$ cat config.mk
export PLATFORM = sky130hd
export DESIGN_NAME = cache_mem_ctrl
export DESIGN_NICKNAME = d
export VERILOG_FILES = /design/src/rtl/cache_pkg.sv /design/src/rtl/cache_mem_ctrl.sv
export SDC_FILE = /design/constraint.sdc
export NUM_CORES = 1
export LEC_CHECK = 0
export CORE_AREA = 4 4 162 164
export CTS_CLUSTER_SIZE = 14
export DETAILED_ROUTE_END_ITERATION = 16
export DIE_AREA = 0 0 166 168
export DONT_BUFFER_PORTS = 1
export GPL_ROUTABILITY_DRIVEN = 0
export PLACE_DENSITY = 0.78
export RECOVER_POWER = 50
export SLEW_MARGIN = 20
export SYNTH_ARGS = -nofsm -noshare
export SYNTH_HDL_FRONTEND = slang
export SYNTH_SLANG_ARGS = --single-unit
$ cat constraint.sdc
create_clock -name clk -period 21.8 [get_ports clk]
set_clock_uncertainty 0.2 [all_clocks]
set_input_delay 4.36 -clock clk [delete_from_list [all_inputs] [get_ports clk]]
set_output_delay 4.36 -clock clk [all_outputs]
set_load 0.005 [all_outputs]
$ cat src/rtl/cache_pkg.sv
// Shared definitions for the cache line memory controller.
// Holds the FSM state encoding, the default line geometry and the helpers
// that derive word/line offset widths from a words-per-line count.
package cache_pkg;

    typedef enum logic [1:0] {
        ST_IDLE = 2'd0,
        ST_WB   = 2'd1,
        ST_FILL = 2'd2,
        ST_DONE = 2'd3
    } state_t;

    localparam int BYTE_OFF_BITS          = 2;
    localparam int DEFAULT_WORDS_PER_LINE = 4;
    localparam int WORD_OFF_BITS          = $clog2(DEFAULT_WORDS_PER_LINE);
    localparam int LINE_OFF_BITS          = WORD_OFF_BITS + BYTE_OFF_BITS;

    // Bits needed to index a word inside a line.
    function automatic int word_off_bits(input int words);
        return $clog2(words);
    endfunction

    // Byte offset bits covering a whole line.
    function automatic int line_off_bits(input int words);
        return $clog2(words) + BYTE_OFF_BITS;
    endfunction

    // Clear the in-line offset bits of a byte address.
    function automatic logic [31:0] line_base(input logic [31:0] addr, input int off);
        return (addr >> off) << off;
    endfunction

endpackage

$ cat src/rtl/cache_mem_ctrl.sv
// Cache line transfer controller: optionally writes back a dirty victim
// line, then refills a line, one 32-bit word at a time against a simple
// cs/we/ack RAM.
// Ports:
//   clk, rst                 clock, asynchronous active-high reset
//   req, req_wb              transaction request / victim is dirty
//   wb_addr, fill_addr       victim and refill line addresses
//   wb_line                  victim data (word 0 in [31:0])
//   busy, done               not idle / one-cycle completion pulse
//   fill_line                refilled line (word 0 in [31:0])
//   mem_cs, mem_we           RAM chip select / write enable
//   mem_addr, mem_din        RAM byte address / write data
//   mem_dout, mem_ack        RAM read data / completion strobe
module cache_mem_ctrl
    import cache_pkg::*;
#(
    parameter int WORDS_PER_LINE = DEFAULT_WORDS_PER_LINE
) (
    input  logic                          clk,
    input  logic                          rst,
    input  logic                          req,
    input  logic                          req_wb,
    input  logic [31:0]                   wb_addr,
    input  logic [31:0]                   fill_addr,
    input  logic [32*WORDS_PER_LINE-1:0]  wb_line,
    output logic                          busy,
    output logic                          done,
    output logic [32*WORDS_PER_LINE-1:0]  fill_line,
    output logic                          mem_cs,
    output logic                          mem_we,
    output logic [31:0]                   mem_addr,
    output logic [31:0]                   mem_din,
    input  logic [31:0]                   mem_dout,
    input  logic                          mem_ack
);

    localparam int IDX_W    = word_off_bits(WORDS_PER_LINE);
    localparam int LINE_OFF = line_off_bits(WORDS_PER_LINE);
    localparam logic [IDX_W-1:0] LAST_IDX = IDX_W'(WORDS_PER_LINE - 1);

    state_t                         state_r, state_n;
    logic [IDX_W-1:0]               idx_r, idx_n;
    logic [31:0]                    wb_base_r;
    logic [31:0]                    fill_base_r;
    logic [32*WORDS_PER_LINE-1:0]   wb_line_r;
    logic [32*WORDS_PER_LINE-1:0]   fill_line_r;
    logic [31:0]                    word_off_s;

    assign word_off_s = 32'({idx_r, 2'b00});
    assign fill_line  = fill_line_r;

    // State and word index registers.
    always_ff @(posedge clk or posedge rst) begin
        if (rst) begin
            state_r <= ST_IDLE;
            idx_r   <= '0;
        end else begin
            state_r <= state_n;
            idx_r   <= idx_n;
        end
    end

    // Next-state and word index sequencing; each ack retires one word.
    always_comb begin
        state_n = state_r;
        idx_n   = idx_r;
        case (state_r)
            ST_IDLE: begin
                if (req) begin
                    state_n = req_wb ? ST_WB : ST_FILL;
                    idx_n   = '0;
                end else begin
                    state_n = ST_IDLE;
                end
            end
            ST_WB, ST_FILL: begin
                if (mem_ack) begin
                    if (idx_r == LAST_IDX) begin
                        idx_n   = '0;
                        state_n = (state_r == ST_WB) ? ST_FILL : ST_DONE;
                    end else begin
                        idx_n   = idx_r + 1'b1;
                    end
                end else begin
                    state_n = state_r;
                end
            end
            ST_DONE: state_n = ST_IDLE;
            default: begin
                state_n = ST_IDLE;
                idx_n   = '0;
            end
        endcase
    end

    // Request latch on accept and refill data capture on each read ack.
    always_ff @(posedge clk or posedge rst) begin
        if (rst) begin
            wb_base_r   <= 32'h0;
            fill_base_r <= 32'h0;
            wb_line_r   <= '0;
            fill_line_r <= '0;
        end else begin
            if (state_r == ST_IDLE && req) begin
                wb_base_r   <= line_base(wb_addr, LINE_OFF);
                fill_base_r <= line_base(fill_addr, LINE_OFF);
                wb_line_r   <= wb_line;
            end
            if (state_r == ST_FILL && mem_ack) begin
                fill_line_r[{idx_r, 5'd0} +: 32] <= mem_dout;
            end
        end
    end

    // RAM and status outputs decoded from registered state; cs drops in
    // the ack cycle so the RAM sees an idle cycle between words.
    always_comb begin
        busy     = 1'b0;
        done     = 1'b0;
        mem_cs   = 1'b0;
        mem_we   = 1'b0;
        mem_addr = 32'h0;
        mem_din  = 32'h0;
        case (state_r)
            ST_IDLE: busy = 1'b0;
            ST_WB: begin
                busy     = 1'b1;
                mem_cs   = ~mem_ack;
                mem_we   = 1'b1;
                mem_addr = wb_base_r + word_off_s;
                mem_din  = wb_line_r[{idx_r, 5'd0} +: 32];
            end
            ST_FILL: begin
                busy     = 1'b1;
                mem_cs   = ~mem_ack;
                mem_addr = fill_base_r + word_off_s;
            end
            ST_DONE: begin
                busy = 1'b1;
                done = 1'b1;
            end
            default: busy = 1'b0;
        endcase
    end

endmodule

==> results.sh, run 1 <==
export IMPL_status="finished with violations"
export IMPL_violations="capacitance limit, slew limit"
export IMPL_cts_resized=0
export IMPL_syn_inst=1004
export IMPL_final_hold_viol_count=0
export IMPL_final_fill_count=1880
export IMPL_via_count=8196
export IMPL_yosysSeqAreaShare_pct=59.2
export IMPL_critPathMaxStageDelay_ps=2560
export IMPL_cap_violations=4
export IMPL_period_share_pct=42.4
export IMPL_grt_pass1_vias=8637
export IMPL_cp_num_buf_inv=2
export IMPL_grt_pass1_wl_mm=51.1
export IMPL_critPathCaptureType="flop"
export IMPL_synthMuxAreaShare_pct=20.9
export IMPL_io_buffers=0
export IMPL_fmax_mhz=108
export IMPL_synth_compound_area_share_pct=8.70
export IMPL_synth_top_flop_cell="dfrtp_1"
export IMPL_avgSynthCellArea_um2=13.3
export IMPL_powerDensity_nw_per_um2=137
export IMPL_synth_edf_count=0
export IMPL_start_util_pct=53.7
export IMPL_cts_setup_buffers=0
export IMPL_vias_per_cell=6.13
export IMPL_place_hpwl_mm=22.6
export IMPL_crit_path_start_kind="input pin"
export IMPL_pin_count=425
export IMPL_ys_warn_count=0
export IMPL_routed_wl_mm=33.1
export IMPL_dr_pass1_iters=5
export IMPL_synth_fa_ha_area_share_pct=1.03
export IMPL_tightest_slew_ps=6090
export IMPL_slew_headroom_pct=-306
export IMPL_numCtsBuffers=34
export IMPL_worstPathCellList="nand2_1 -> clkbuf_1 -> buf_4 -> mux2_2"
export IMPL_yosys_area_share_xor_xnor_pct=0
export IMPL_dieArea_um2=27900
export IMPL_setup_viol=0
export IMPL_yosysUniqueCellTypes=32
export IMPL_cts_tree="yes"
export IMPL_placed_cells=1268
export IMPL_path_delay_family="buffers and inverters"
export IMPL_cpMaxStageDelayCell="clkbuf_1"
export IMPL_yosys_area_share_simple_pct=7.20
export IMPL_register_area_um2=7910
export IMPL_core_um2=24900
export IMPL_cts_hold_buf=0
export IMPL_grt_overflow=0
export IMPL_final_max_slew_viol_count=343
export IMPL_grt_util_all_layers_pct=23.1
export IMPL_dp_worst_setup_slack_ps=12750
export IMPL_drive_gt1_share_pct=29.0
export IMPL_critical_path_max_fanout=90
export IMPL_antenna_found_initial=16
export IMPL_p_leak_nw=6.21
export IMPL_critical_path_arrival_ps=9420
export IMPL_die_h_um=168
export IMPL_cts_root_buf="clkbuf_16"
export IMPL_clock_latency_ps=500
export IMPL_layout_min_cycle_time_ps=9250
export IMPL_syn2layout_area_growth_pct=9.29
export IMPL_grt_max_degree=176
export IMPL_clock_path_buffers=3
export IMPL_post_drt_wl_per_cell_um=24.8
export IMPL_layout_nets=1214
export IMPL_ctsHtreeMaxLevel=2
export IMPL_rsz0062_at_grt="false"
export IMPL_peakVddDrop_mv=0.105
export IMPL_ant_nets=0
export IMPL_worst_hold_slack_ps=301
export IMPL_multi_input_area_um2=5070
export IMPL_row_count=58
export IMPL_dr_first_iter_drc_count=666
export IMPL_critPathKind="in2reg"
export IMPL_holdCritPathClass="reg2reg"
export IMPL_fin_cells=1336
export IMPL_clk_pin_slew_ps=60
export IMPL_netlist_area_um2=13400
export IMPL_synth_async_reset_ratio_pct=100
export IMPL_cts_num_sinks=316
export IMPL_final_setup_worst_slack_ps=12550
export IMPL_ys_ff_latch=316
export IMPL_drc=0
export IMPL_synth_top_family_by_area="multiplexers"
export IMPL_die_w_um=166
export IMPL_tns_ps=0
export IMPL_required_ps=21970
## area by class of cell
cell class	count	share of cell area, %
antenna	8	0.137
clock buffer	45	6.52
clock inverter	15	0.933
inverter	7	0.188
multi-input combinational	606	34.7
sequential	316	54.1
tap	330	2.83
timing repair buffer	9	0.522
## cells in the mapped netlist, types with 2 or more instances
master,number,share of area (%)
a21oi_1,3,0.11
a221o_1,2,0.15
a22o_1,64,4.2
a22oi_1,28,1.6
and2_1,32,1.5
and3_1,2,0.094
buf_1,6,0.17
buf_2,32,1.2
buf_4,3,0.17
buf_6,5,0.42
clkbuf_1,30,0.84
dfrtp_1,316,59
ha_1,11,1.0
inv_1,7,0.20
mux2_2,184,15
mux4_2,32,5.4
nand2_1,131,3.7
nand2b_1,3,0.14
nand3_1,3,0.11
nand3_2,2,0.15
nor2_1,32,0.90
o21ai_0,57,2.1
o21ai_1,10,0.37
## final timing paths
path | from | to | slack (ps) | cells past startpoint
setup reg to reg | state_r[0] | wb_line_r[39] | 15570 | 6
max in group asynchronous | rst | idx_r[0] | 12890 | 1
setup / recovery | req | wb_line_r[39] | 12550 | 4
min in group asynchronous | rst | fill_line[60] | 5340 | 1
hold / removal | wb_line_r[75] | wb_line_r[75] | 300 | 1
hold reg to reg | wb_line_r[75] | wb_line_r[75] | 300 | 1
## metal layers
metal,wire (µm),global-route usage [%]
met5,126,0
met4,1280,9.43
met3,3800,10.9
met2,16200,37.7
met1,11700,26.4
## sequential cells by signal, summed over array words and instances, names as in the netlist
signal	cells
fill_line	128
wb_line_r	128
fill_base_r	28
idx_r	2
state_r	2
wb_base_r	28
## where the power goes
part	switching [mW]	total (mW)	internal (mW)
sequential	0.130	0.918	0.788
clock	0.235	0.558	0.323
combinational	0.224	0.528	0.303
## kinds of logic (layout without fill, tap and decap cells)
| logic type | count (synthesis) | after routing |
|---|---|---|
| DFF | 316 | 316 |
| adders and majority gates | 11 | 11 |
| buffers and inverters | 83 | 76 |
| other | 1 | 10 |
| AOI/OAI and AO/OA | 167 | 167 |
| and+or+nand+nor | 210 | 210 |
| muxes | 216 | 216 |
## cell usage in the layout, fill, tap and decap left out, types with 2 or more instances in the layout
master / count
dfrtp_1: 314
mux2_2: 184
nand2_1: 131
o21ai_0: 67
a22o_1: 64
clkbuf_16: 34
nor2_1: 32
mux4_2: 32
and2_1: 32
a22oi_1: 28
ha_1: 10
diode_2: 8
clkinv_2: 7
buf_4: 7
inv_1: 6
clkbuf_1: 6
clkbuf_8: 6
nand3_1: 3
nand2b_1: 3
a21oi_1: 3
inv_6: 3
nand3_2: 2
nor4b_4: 2
and3_1: 2
a221o_1: 2
conb_1: 2
clkinv_4: 2
dfrtp_2: 2
## stage by stage
step / utilization (%) / cell area (µm²) / power (mW)
finish: 58.7 / 14600 / 2.00
global route: 58.7 / 14600 / 2.11
CTS: 58.7 / 14600 / 2.02
detailed placement: 54.4 / 13500 / 1.45
global placement: 54.4 / 13500 / 1.42
floorplan: - / 13400 / 1.33
(Power assumes the default switching activity.)
==> run 2, diff against run 1 <==
--- a/config.mk
+++ b/config.mk
@@ -5,13 +5,13 @@
 export SDC_FILE = /design/constraint.sdc
 export NUM_CORES = 1
 export LEC_CHECK = 0
-export CORE_AREA = 4 4 162 164
+export CORE_AREA = 4 4 163 165
 export CTS_CLUSTER_SIZE = 14
 export DETAILED_ROUTE_END_ITERATION = 16
-export DIE_AREA = 0 0 166 168
+export DIE_AREA = 0 0 167 169
 export DONT_BUFFER_PORTS = 1
 export GPL_ROUTABILITY_DRIVEN = 0
-export PLACE_DENSITY = 0.78
+export PLACE_DENSITY = 0.8
 export RECOVER_POWER = 50
 export SLEW_MARGIN = 20
 export SYNTH_ARGS = -nofsm -noshare
==> constraint.sdc (replaced) <==
create_clock -name clk -period 8.5 [get_ports clk]
set_clock_uncertainty 0.2 [all_clocks]
set_input_delay 1.7 -clock clk [delete_from_list [all_inputs] [get_ports clk]]
set_output_delay 1.7 -clock clk [all_outputs]
set_load 0.005 [all_outputs]
==> run 2 against run 1 <==
- the run still ends with capacitance limit, slew limit left
- sequential cell count unchanged
- core utilization down 0.40 points
- critical path depth down 2
- highest routed layer unchanged
- wire length down 1.5%
- clock power up 150%
- via count down 2.1%
- largest cell class unchanged
- register-to-register slack worse by 11000 ps
- power rose to 2.5 times the previous value
- non-clock buffer count up 5
- largest power group unchanged
- die area up 1.2%
- cell count up 0.15%
- sequential share of layout area about the same
==> results.sh, run 2 (same netlist as run 1, synthesis figures left out) <==
export IMPL_place_hpwl_mm=22.7
export IMPL_cpMaxStageDelayCell="clkbuf_2"
export IMPL_powerDensity_nw_per_um2=348
export IMPL_holdCritPathClass="reg2reg"
export IMPL_post_drt_wl_per_cell_um=24.4
export IMPL_grt_overflow=0
export IMPL_clk_pin_slew_ps=60
export IMPL_layout_common_cells="315 x dfrtp_1, 184 x mux2_2, 131 x nand2_1"
export IMPL_dieArea_um2=28200
export IMPL_clock_latency_ps=540
export IMPL_via_count=8021
export IMPL_setup_viol=0
export IMPL_critPathCaptureType="async pin"
export IMPL_slew_headroom_pct=-179
export IMPL_worstSetupEndpoint="idx_r[1]"
export IMPL_dr_first_iter_drc_count=678
export IMPL_critical_path_startpoint="rst"
export IMPL_tightest_slew_ps=4180
export IMPL_row_count=58
export IMPL_grt_pass1_wl_mm=50.2
export IMPL_core_um2=25000
export IMPL_cts_hold_buf=0
export IMPL_worst_hold_slack_ps=299
export IMPL_rsz0062_at_grt="false"
export IMPL_status="finished with violations"
export IMPL_antenna_found_initial=13
export IMPL_critPathMaxStageDelay_ps=2790
export IMPL_routed_wl_mm=32.6
export IMPL_start_util_pct=53.4
export IMPL_cts_num_sinks=316
export IMPL_final_max_slew_viol_count=303
export IMPL_finalPower_mw=5.08
export IMPL_fmax_mhz=177
export IMPL_layout_nets=1216
export IMPL_path_depth=2
export IMPL_clock_path_buffers=3
export IMPL_cp_num_buf_inv=2
export IMPL_crit_path_start_kind="input pin"
export IMPL_rr_worst_depth=5
export IMPL_timing_rr_end="wb_line_r[68]"
export IMPL_final_common_cell="dfrtp_1"
export IMPL_die_w_um=167
export IMPL_critical_path_max_fanout=175
export IMPL_final_hold_viol_count=0
export IMPL_critical_path_arrival_ps=4780
export IMPL_io_buffers=0
export IMPL_grt_max_degree=176
export IMPL_die_h_um=169
export IMPL_cap_violations=3
export IMPL_drc=0
export IMPL_register_area_um2=7910
export IMPL_worstPathCellList="clkinvlp_2 -> clkbuf_2"
export IMPL_violations="capacitance limit, slew limit"
export IMPL_cts_setup_buffers=0
export IMPL_grt_pass1_vias=8540
export IMPL_path_delay_family="buffers and inverters"
export IMPL_ctsHtreeMaxLevel=1
export IMPL_ant_nets=0
export IMPL_dr_pass1_iters=4
export IMPL_period_share_pct=66.3
export IMPL_numCtsBuffers=31
export IMPL_pin_count=425
export IMPL_final_fill_count=1899
export IMPL_final_setup_worst_slack_ps=2860
export IMPL_reg2reg_slack_ps=4100
export IMPL_peakVddDrop_mv=0.272
export IMPL_required_ps=7650
export IMPL_r2r_start="state_r[0]"
export IMPL_drive_gt1_share_pct=28.8
export IMPL_tns_ps=0
export IMPL_layout_min_cycle_time_ps=5640
export IMPL_grt_util_all_layers_pct=22.2
export IMPL_critPathKind="in2async"
export IMPL_cts_root_buf="clkbuf_16"
export IMPL_p_leak_nw=6.19
export IMPL_cts_tree="yes"
export IMPL_dp_worst_setup_slack_ps=4480
export IMPL_vias_per_cell=5.99
export IMPL_syn2layout_area_growth_pct=9.18
export IMPL_cts_resized=0
export IMPL_multi_input_area_um2=5080
[run 2: cell types whose count changed in the layout (fill, tap and decap cells not counted), sizes merged]
| cell | delta |
|---|---|
| buf | +4 |
| inv | -3 |
| clkinv | -6 |
| clkbuf | +5 |
| diode | +1 |
| bufinv | +1 |
[run 2: layout make-up]
class,count,area share [%]
Antenna cell,9,0.154
Multi-Input combinational cell,606,34.8
Clock buffer,49,6.46
Sequential cell,316,54.2
Inverter,7,0.189
Clock inverter,7,0.660
Tap cell,330,2.83
Timing Repair Buffer,14,0.677
[run 2: power by group]
group	leakage, nW	switching (mW)	internal (mW)	total [mW]
combinational	1.71	0.599	0.774	1.37
sequential	3.97	0.303	2.02	2.32
clock	0.512	0.565	0.819	1.38
[run 2: per-stage QoR]
stage	cells	instance area, µm²	util [%]
6_report	1338	14600	58.3
3_5_place_dp	1273	13600	54.2
4_1_cts	1329	14600	58.3
3_3_place_gp	1273	13600	54.2
2_1_floorplan	1005	13400	-
5_1_grt	1337	14600	58.3
[run 2: routing by layer]
metal | vias to the layer above | wire length [µm] | track usage (%)
met2 | 393 | 16000 | 36.9
met4 | 10 | 909 | 8.00
met3 | 72 | 3740 | 10.1
met1 | 4056 | 11900 | 25.6
li1 | 3490 | - | -
met5 | - | 61 | 0
[run 2: how the worst min path moves through the flow]
stage	start	endpoint	slack, ps	depth (start not counted)
after floorplan	fill_line[100]	fill_line[100]	270	2
final	wb_line_r[120]	wb_line_r[120]	300	1
after global placement	wb_line_r[84]	wb_line_r[84]	280	1
after global routing	wb_line_r[65]	wb_line_r[65]	320	1
after detailed placement	wb_line_r[120]	wb_line_r[120]	290	1
after CTS	wb_line_r[120]	wb_line_r[120]	300	1
==> run 3, diff against run 2 <==
==> constraint.sdc (replaced) <==
create_clock -name clk -period 4.9 [get_ports clk]
set_clock_uncertainty 0.2 [all_clocks]
set_input_delay 0.98 -clock clk [delete_from_list [all_inputs] [get_ports clk]]
set_output_delay 0.98 -clock clk [all_outputs]
set_load 0.005 [all_outputs]
==> run 3 against run 2 <==
- the flow still finishes with violations (capacitance limit, slew limit)
- final area up 0.43%
- non-clock buffer count up 1
- core utilization up 0.25 points
- via count up 1.4%
- sequential power up 75%
- hold slack about the same
- clock power up 77%
- sequential share of layout area down 0.21 points
- largest power group unchanged
==> results.sh, run 3 (same netlist as run 1, synthesis figures left out) <==
export IMPL_status="finished with violations"
export IMPL_violations="capacitance limit, slew limit"
export IMPL_cts_tree="yes"
export IMPL_drive_gt1_share_pct=29.1
export IMPL_row_count=58
export IMPL_numCtsBuffers=31
export IMPL_cp_num_buf_inv=2
export IMPL_syn2layout_area_growth_pct=9.65
export IMPL_critPathMaxStageDelay_ps=2260
export IMPL_place_hpwl_mm=22.8
export IMPL_slew_headroom_pct=-116
export IMPL_cts_hold_buf=0
export IMPL_routed_wl_mm=32.5
export IMPL_final_hold_viol_count=0
export IMPL_final_util_pct=58.5
export IMPL_grt_pass1_wl_mm=49.7
export IMPL_final_common_cell="dfrtp_1"
export IMPL_cts_root_buf="clkbuf_16"
export IMPL_placed_cells=1274
export IMPL_cts_setup_buffers=0
export IMPL_layout_common_cells="314 x dfrtp_1, 184 x mux2_2, 130 x nand2_1"
export IMPL_tightest_slew_ps=3250
export IMPL_critPathKind="in2async"
export IMPL_grt_util_all_layers_pct=22.0
export IMPL_drc=0
export IMPL_via_count=8132
export IMPL_antenna_found_initial=16
export IMPL_die_h_um=169
export IMPL_required_ps=4620
export IMPL_grt_pass1_vias=8575
export IMPL_finalPower_mw=8.87
export IMPL_dieArea_um2=28200
export IMPL_holdCritPathClass="reg2reg"
export IMPL_reg2reg_slack_ps=1610
export IMPL_final_area_um2=14700
export IMPL_path_delay_family="buffers and inverters"
export IMPL_worstPathCellList="clkinvlp_2 -> clkbuf_2"
export IMPL_layout_min_cycle_time_ps=3780
export IMPL_p_leak_nw=6.22
export IMPL_vias_per_cell=6.06
export IMPL_die_w_um=167
export IMPL_cts_num_sinks=316
export IMPL_pin_count=425
export IMPL_cts_resized=0
export IMPL_fmax_mhz=265
export IMPL_critPathCaptureType="async pin"
export IMPL_dp_worst_setup_slack_ps=1450
export IMPL_clock_latency_ps=530
export IMPL_cpMaxStageDelayCell="clkbuf_2"
export IMPL_cap_violations=2
export IMPL_rsz0062_at_grt="false"
export IMPL_io_buffers=0
export IMPL_tns_ps=0
export IMPL_critical_path_max_fanout=134
export IMPL_clock_path_buffers=3
export IMPL_peakVddDrop_mv=0.500
export IMPL_core_um2=25000
export IMPL_worst_hold_slack_ps=299
export IMPL_fin_cells=1341
export IMPL_critical_path_arrival_ps=3490
export IMPL_ctsHtreeMaxLevel=1
export IMPL_ant_nets=0
export IMPL_dr_pass1_iters=7
export IMPL_start_util_pct=53.4
export IMPL_layout_nets=1217
export IMPL_powerDensity_nw_per_um2=605
export IMPL_clk_pin_slew_ps=60
export IMPL_dr_first_iter_drc_count=586
export IMPL_grt_max_degree=142
export IMPL_final_max_slew_viol_count=177
export IMPL_place_area_um2=13600
export IMPL_setup_viol=0
export IMPL_period_share_pct=77.0
export IMPL_crit_path_start_kind="input pin"
export IMPL_final_setup_worst_slack_ps=1120
export IMPL_grt_overflow=0
export IMPL_post_drt_wl_per_cell_um=24.2
-- run 3: path summary, 6_finish.rpt --
path | depth (start not counted) | start | to
worst max-delay path | 2 | rst | fill_base_r[13]
worst min-delay path | 1 | wb_line_r[84] | wb_line_r[84]
worst max register to register | 6 | idx_r[0] | fill_line[22]
worst min register to register | 1 | wb_line_r[84] | wb_line_r[84]
max in group clk | 4 | state_r[1] | mem_din[2]
min in group asynchronous | 2 | rst | wb_line_r[68]
-- run 3: report_power, final --
part | internal, mW | switching (mW) | total (mW)
logic | 1.33 | 1.01 | 2.35
clock network | 1.48 | 0.965 | 2.44
registers | 3.51 | 0.564 | 4.07
total | 6.32 | 2.54 | 8.87
-- run 3: final cells by class --
| class | count | area [µm²] |
|---|---|---|
| flip-flops and latches | 316 | 7910 |
| clock inverters | 13 | 194 |
| fillers | 1926 | 10400 |
| multi-input cells | 606 | 5090 |
| well taps | 330 | 413 |
| repair buffers | 15 | 131 |
| clock buffers | 42 | 857 |
| inverters | 7 | 27.5 |
| diodes | 12 | 30.0 |
-- run 3: layer usage --
metal	vias to the layer above	GRT usage, %	wire, µm
li1	3519	-	-
met1	4144	25.1	11500
met2	383	36.6	16200
met3	78	10.1	3830
met4	8	8.04	932
met5	-	0	54
